## config.mk

```make
export PLATFORM = sky130hd
export DESIGN_NAME = alu_issue_ctrl
export DESIGN_NICKNAME = d
export VERILOG_FILES = /design/src/rtl/alu_pkg.sv /design/src/rtl/alu_stat_cnt.sv /design/src/rtl/alu_issue_ctrl.sv
export SDC_FILE = /design/constraint.sdc
export NUM_CORES = 1
export LEC_CHECK = 0
export CAP_MARGIN = 20
export CELL_PAD_IN_SITES_DETAIL_PLACEMENT = 2
export CELL_PAD_IN_SITES_GLOBAL_PLACEMENT = 2
export CORE_ASPECT_RATIO = 1.75
export CORE_MARGIN = 1.5
export CORE_UTILIZATION = 23
export CTS_BUF_LIST = sky130_fd_sc_hd__clkbuf_4
export CTS_CLUSTER_DIAMETER = 50
export CTS_CLUSTER_SIZE = 25
export DETAILED_ROUTE_END_ITERATION = 12
export PLACE_DENSITY = 0.83
export SLEW_MARGIN = 20
export SYNTH_ARGS = -nofsm -noshare
export SYNTH_HDL_FRONTEND = slang
export SYNTH_SLANG_ARGS = --single-unit
export TNS_END_PERCENT = 50
```

## constraint.sdc

```tcl
create_clock -name i_CLK -period 2 [get_ports i_CLK]
set_clock_uncertainty 0.1 [all_clocks]
set_input_delay 0.4 -clock i_CLK [delete_from_list [all_inputs] [get_ports i_CLK]]
set_output_delay 0.4 -clock i_CLK [all_outputs]
set_load 0.005 [all_outputs]
```

## src/rtl/alu_pkg.sv

```systemverilog
// Shared opcode, flag-bit and FSM-state definitions for the ALU issue front end.
package alu_pkg;

    localparam logic [1:0] OP_ADD    = 2'b00;
    localparam logic [1:0] OP_SUB    = 2'b01;
    localparam logic [1:0] OP_AND    = 2'b10;
    localparam logic [1:0] OP_POPCNT = 2'b11;

    localparam int FLG_ZERO  = 2;
    localparam int FLG_CARRY = 1;
    localparam int FLG_OVF   = 0;

    typedef enum logic [1:0] {
        IDLE = 2'd0,
        EXEC = 2'd1,
        WAIT = 2'd2,
        RESP = 2'd3
    } state_t;

endpackage

```

## src/rtl/alu_stat_cnt.sv

```systemverilog
// Debug statistics: a wrapping completed-op counter and a saturating overflow counter.
module alu_stat_cnt #(
    parameter int CNT_W = 16
) (
    input  logic             i_CLK,
    input  logic             i_RST,
    input  logic             i_done,
    input  logic             i_ovf,
    output logic [CNT_W-1:0] o_op_cnt,
    output logic [CNT_W-1:0] o_ovf_cnt
);

    logic [CNT_W-1:0] r_op_cnt;
    logic [CNT_W-1:0] r_ovf_cnt;
    logic             w_ovf_full;

    assign w_ovf_full = &r_ovf_cnt;

    always_ff @(posedge i_CLK) begin
        if (i_RST) begin
            r_op_cnt  <= '0;
            r_ovf_cnt <= '0;
        end else if (i_done) begin
            r_op_cnt <= r_op_cnt + CNT_W'(1);
            // Overflow count sticks at all-ones instead of wrapping back to zero
            if (i_ovf && !w_ovf_full)
                r_ovf_cnt <= r_ovf_cnt + CNT_W'(1);
        end
    end

    assign o_op_cnt  = r_op_cnt;
    assign o_ovf_cnt = r_ovf_cnt;

endmodule

```

## src/rtl/alu_issue_ctrl.sv

```systemverilog
// Valid/ready front end for the registered ALU: issues one op, captures its result
// two edges later and holds it on the response channel until taken.
module alu_issue_ctrl
    import alu_pkg::*;
#(
    parameter int WIDTH = 8,
    parameter int CNT_W = 16
) (
    input  logic             i_CLK,
    input  logic             i_RST,
    input  logic             i_req_valid,
    output logic             o_req_ready,
    input  logic [WIDTH-1:0] i_req_arg0,
    input  logic [WIDTH-1:0] i_req_arg1,
    input  logic [1:0]       i_req_oper,
    output logic [WIDTH-1:0] o_alu_arg0,
    output logic [WIDTH-1:0] o_alu_arg1,
    output logic [1:0]       o_alu_oper,
    input  logic [WIDTH-1:0] i_alu_result,
    input  logic [2:0]       i_alu_flag,
    output logic             o_rsp_valid,
    input  logic             i_rsp_ready,
    output logic [WIDTH-1:0] o_rsp_result,
    output logic [2:0]       o_rsp_flag,
    output logic [CNT_W-1:0] o_op_cnt,
    output logic [CNT_W-1:0] o_ovf_cnt
);

    state_t           r_state;
    state_t           w_next;
    logic             w_accept;
    logic             w_capture;
    logic             w_req_ready;
    logic             w_rsp_valid;
    logic [WIDTH-1:0] r_alu_arg0;
    logic [WIDTH-1:0] r_alu_arg1;
    logic [1:0]       r_alu_oper;
    logic [WIDTH-1:0] r_rsp_result;
    logic [2:0]       r_rsp_flag;

    always_ff @(posedge i_CLK) begin
        if (i_RST)
            r_state <= IDLE;
        else
            r_state <= w_next;
    end

    always_comb begin
        w_next      = r_state;
        w_accept    = 1'b0;
        w_capture   = 1'b0;
        w_req_ready = 1'b0;
        w_rsp_valid = 1'b0;
        case (r_state)
            IDLE: begin
                w_req_ready = 1'b1;
                if (i_req_valid) begin
                    w_accept = 1'b1;
                    w_next   = EXEC;
                end
            end
            EXEC: w_next = WAIT;
            // ALU output registered at the previous edge is valid now
            WAIT: begin
                w_capture = 1'b1;
                w_next    = RESP;
            end
            RESP: begin
                w_rsp_valid = 1'b1;
                if (i_rsp_ready)
                    w_next = IDLE;
            end
            default: w_next = IDLE;
        endcase
    end

    // Operands stay on the ALU inputs after completion; only a new accept replaces them
    always_ff @(posedge i_CLK) begin
        if (i_RST) begin
            r_alu_arg0 <= '0;
            r_alu_arg1 <= '0;
            r_alu_oper <= '0;
        end else if (w_accept) begin
            r_alu_arg0 <= i_req_arg0;
            r_alu_arg1 <= i_req_arg1;
            r_alu_oper <= i_req_oper;
        end
    end

    always_ff @(posedge i_CLK) begin
        if (i_RST) begin
            r_rsp_result <= '0;
            r_rsp_flag   <= '0;
        end else if (w_capture) begin
            r_rsp_result <= i_alu_result;
            r_rsp_flag   <= i_alu_flag;
        end
    end

    alu_stat_cnt #(
        .CNT_W(CNT_W)
    ) u_stat_cnt (
        .i_CLK    (i_CLK),
        .i_RST    (i_RST),
        .i_done   (w_capture),
        .i_ovf    (i_alu_flag[FLG_OVF]),
        .o_op_cnt (o_op_cnt),
        .o_ovf_cnt(o_ovf_cnt)
    );

    assign o_req_ready  = w_req_ready;
    assign o_rsp_valid  = w_rsp_valid;
    assign o_alu_arg0   = r_alu_arg0;
    assign o_alu_arg1   = r_alu_arg1;
    assign o_alu_oper   = r_alu_oper;
    assign o_rsp_result = r_rsp_result;
    assign o_rsp_flag   = r_rsp_flag;

endmodule

```

==> results.ini, run 1 <==
[global_route]
grt_pass1_vias=2851
grt_pass1_wl_um=14390
antenna_found_initial=1
overflow=0
grt_usage_pct=15.34
grt_max_degree=29

[hold_path]
hold_class=in2reg
worstHoldPathCells=2

[setup_path]
worst-path-stages=2
reg2reg_depth=6
crit_required_ns=1.50
reg2reg_slack_ns=0.08
cp_data_arrival_time_ns=1.43
path_cells=buf_4, clkdlybuf4s50_1
r2r_end=u_stat_cnt.o_ovf_cnt[13]
worstSetupPathType=reg2out
critPathCapture=o_ovf_cnt[11]
crit_slowest_cell=clkdlybuf4s50_1
cp_top_family=buffers and inverters
worstSetupStartpointType=flop
startpoint=u_stat_cnt.o_ovf_cnt[11]
crit_path_max_incr_delay_ns=0.51
end_kind=primary output
r2r-start=u_stat_cnt.o_ovf_cnt[1]
path_max_fanout=6
critPathBufInv=2

[cts]
cts_htree_levels=3
root_buffer=clkbuf_4
clkLatencyLatePin_ns=0.42
cts_inserted_buffers=9
path_clk_slew_ns=0.10
cts_tree=built
clock-sinks=63
cts_buffer_depth=2

[sta]
setup_viol=0
setup_ws_ns=0.07413
drv_slew=0
fin_crit_sh_pct=96.29
fmax_mhz=519.2
period_needed_ns=1.926
tightestPinTransition_ns=0.5671
slew_headroom_pct=62.19
hold_viol=0

[synthesis]
synth_edf_count=0
synth_cells=298
synth-seq-cells=63
yosys.area.top_type_share_pct=48.05
yosys.area.top_type=dfxtp_1
synth_cell_type_count=34
ys.flop_type=dfxtp_1
synth.area.top_cells=dfxtp_1, nand2_1, a21oi_1
synth_area_um2=2625
synthArstFlopShare_pct=0
syn_nets=337
synth.yosys.seq_area_share_pct=48.05
yosys-top-cells-count=dfxtp_1, nand2_1, a21oi_1, nor2_1, mux2i_1
yosysMostFrequentCell=dfxtp_1
yosysWarnings=0
syn_area_per_cell_um2=8.809

[run]
max_cap_violations=0

[pwr]
power_switching_mw=1.017
clkPwrFrac_pct=22.3
p_per_area_nw_per_um2=783.4
total_power_mw=3.224
power_frac_comb_pct=32.0
leakagePower_nw=1.564
ir_drop_mv=0.3571
p_int_mw=2.207
seqPwrFrac_pct=45.7
sw_frac_of_total_pct=31.54

[routing]
vias=2644
drc=0
routed_wl_um=8941
wl_per_cell_um=15.94
antenna_left=0
drt_first_pass_iters=4
viasPerCell=4.713
drt-initial-drc-count=79

[cells_and_area]
seq_area_um2=1276
fill_cells=1275
layout-drive-gt1-share_pct=18.22
area_growth_pct=56.77
multiInputGateArea_um2=1315
nets=464
stdcell_count=561

[placed_design]
place_congestion=0.7676
hpwl_um=6660
io_buffers=95
place_ws_ns=-0.2814
place_inst=542

[status]
run_status=complete, no violations

[floorplanning]
rows=51
start_util_pct=23.64
die_height_um=144.3
pin_count=96
die_w_um=83.76
design.die.area_um2=12090
core_area_um2=11100

## repair_timing
| action | 4_1_cts | 5_1_grt |
|---|---|---|
| setup buffers | 1 | 3 |
| setup endpoints to repair | 17 | 22 |
| resized for setup | 12 | 23 |
| hold buffers | 0 | 0 |
| pin swaps | 2 | 2 |
## power groups by stage
stage                     clock, mW  sequential [mW]  combinational [mW]
after floorplan                   0             1.50               0.462
after global placement            0             1.48               0.932
after detailed placement          0             1.50               0.994
after CTS                     0.773             1.47                1.03
after global routing          0.814             1.49                1.15
final                         0.719             1.47                1.03
## layout make-up
type	instances	area share, %
sequential	63	31.01
multi-input combinational	213	31.95
antenna	1	0.06081
inverter	7	0.6385
tap	132	4.013
clock buffer	11	2.007
clock inverter	3	0.3040
timing repair buffer	131	30.01
## state kept, by name, summed over array words and instances, names as in the netlist
| register | cells |
|---|---|
| o_alu_arg0 | 8 |
| u_stat_cnt.o_ovf_cnt | 16 |
| o_alu_arg1 | 8 |
| r_state | 2 |
| o_rsp_flag | 3 |
| o_rsp_result | 8 |
| o_alu_oper | 2 |
| u_stat_cnt.o_op_cnt | 16 |
## cells by family after synthesis
kind of cell / synth area share, %
simple gates: 23.74
flops: 48.05
compound gates: 10.53
buf+inv: 3.813
mux: 6.673
xor+xnor: 4.337
fa+ha+maj: 2.860
## stage by stage
stage	TNS (ns)	instance area [um2]	hold slack [ns]	utilization, %
after CTS	0	4046	0.3179	36.44
final	0	4115	0.3582	37.06
after global routing	-0.04819	4115	0.3589	37.06
after floorplan	0	2625	0.3527	-
after global placement	-0.8691	3915	0.3419	35.26
after detailed placement	-2.294	3915	0.3539	35.26
## worst min-delay path by stage
stage | start | end | slack [ns]
after floorplan | o_alu_arg0[0] | o_alu_arg0[0] | 0.35
after global placement | o_alu_arg0[2] | o_alu_arg0[2] | 0.34
after detailed placement | o_alu_arg1[6] | o_alu_arg1[6] | 0.35
after CTS | i_RST | u_stat_cnt.o_op_cnt[6] | 0.32
after global routing | i_RST | u_stat_cnt.o_op_cnt[6] | 0.36
final | i_RST | u_stat_cnt.o_op_cnt[6] | 0.36
## placed cells by master, fill, tap and decap left out, types with 8 or more instances in the layout
cell type	count
a21oi_1	31
buf_4	33
clkbuf_4	11
clkdlybuf4s50_1	89
dfxtp_1	51
dfxtp_2	12
mux2i_1	13
nand2_1	45
nand3_1	8
nand4_1	9
nor2_1	31
xor2_1	8
## metal layers
| metal | GRT usage, % | wire length [um] |
|---|---|---|
| met1 | 14.40 | 3260 |
| met2 | 30.86 | 5157 |
| met3 | 3.596 | 372 |
| met4 | 6.903 | 150 |
| met5 | 0 | 0 |
Power figures use the tool's default switching activity.
==> inputs of run 2 (changes only) <==
--- a/config.mk
+++ b/config.mk
@@ -15,6 +15,7 @@
 export CTS_CLUSTER_DIAMETER = 50
 export CTS_CLUSTER_SIZE = 25
 export DETAILED_ROUTE_END_ITERATION = 12
+export GPL_ROUTABILITY_DRIVEN = 1
 export PLACE_DENSITY = 0.83
 export SLEW_MARGIN = 20
 export SYNTH_ARGS = -nofsm -noshare
==> results of run 2 <==
Final layout, timing and power as in run 1 (identical DEF).
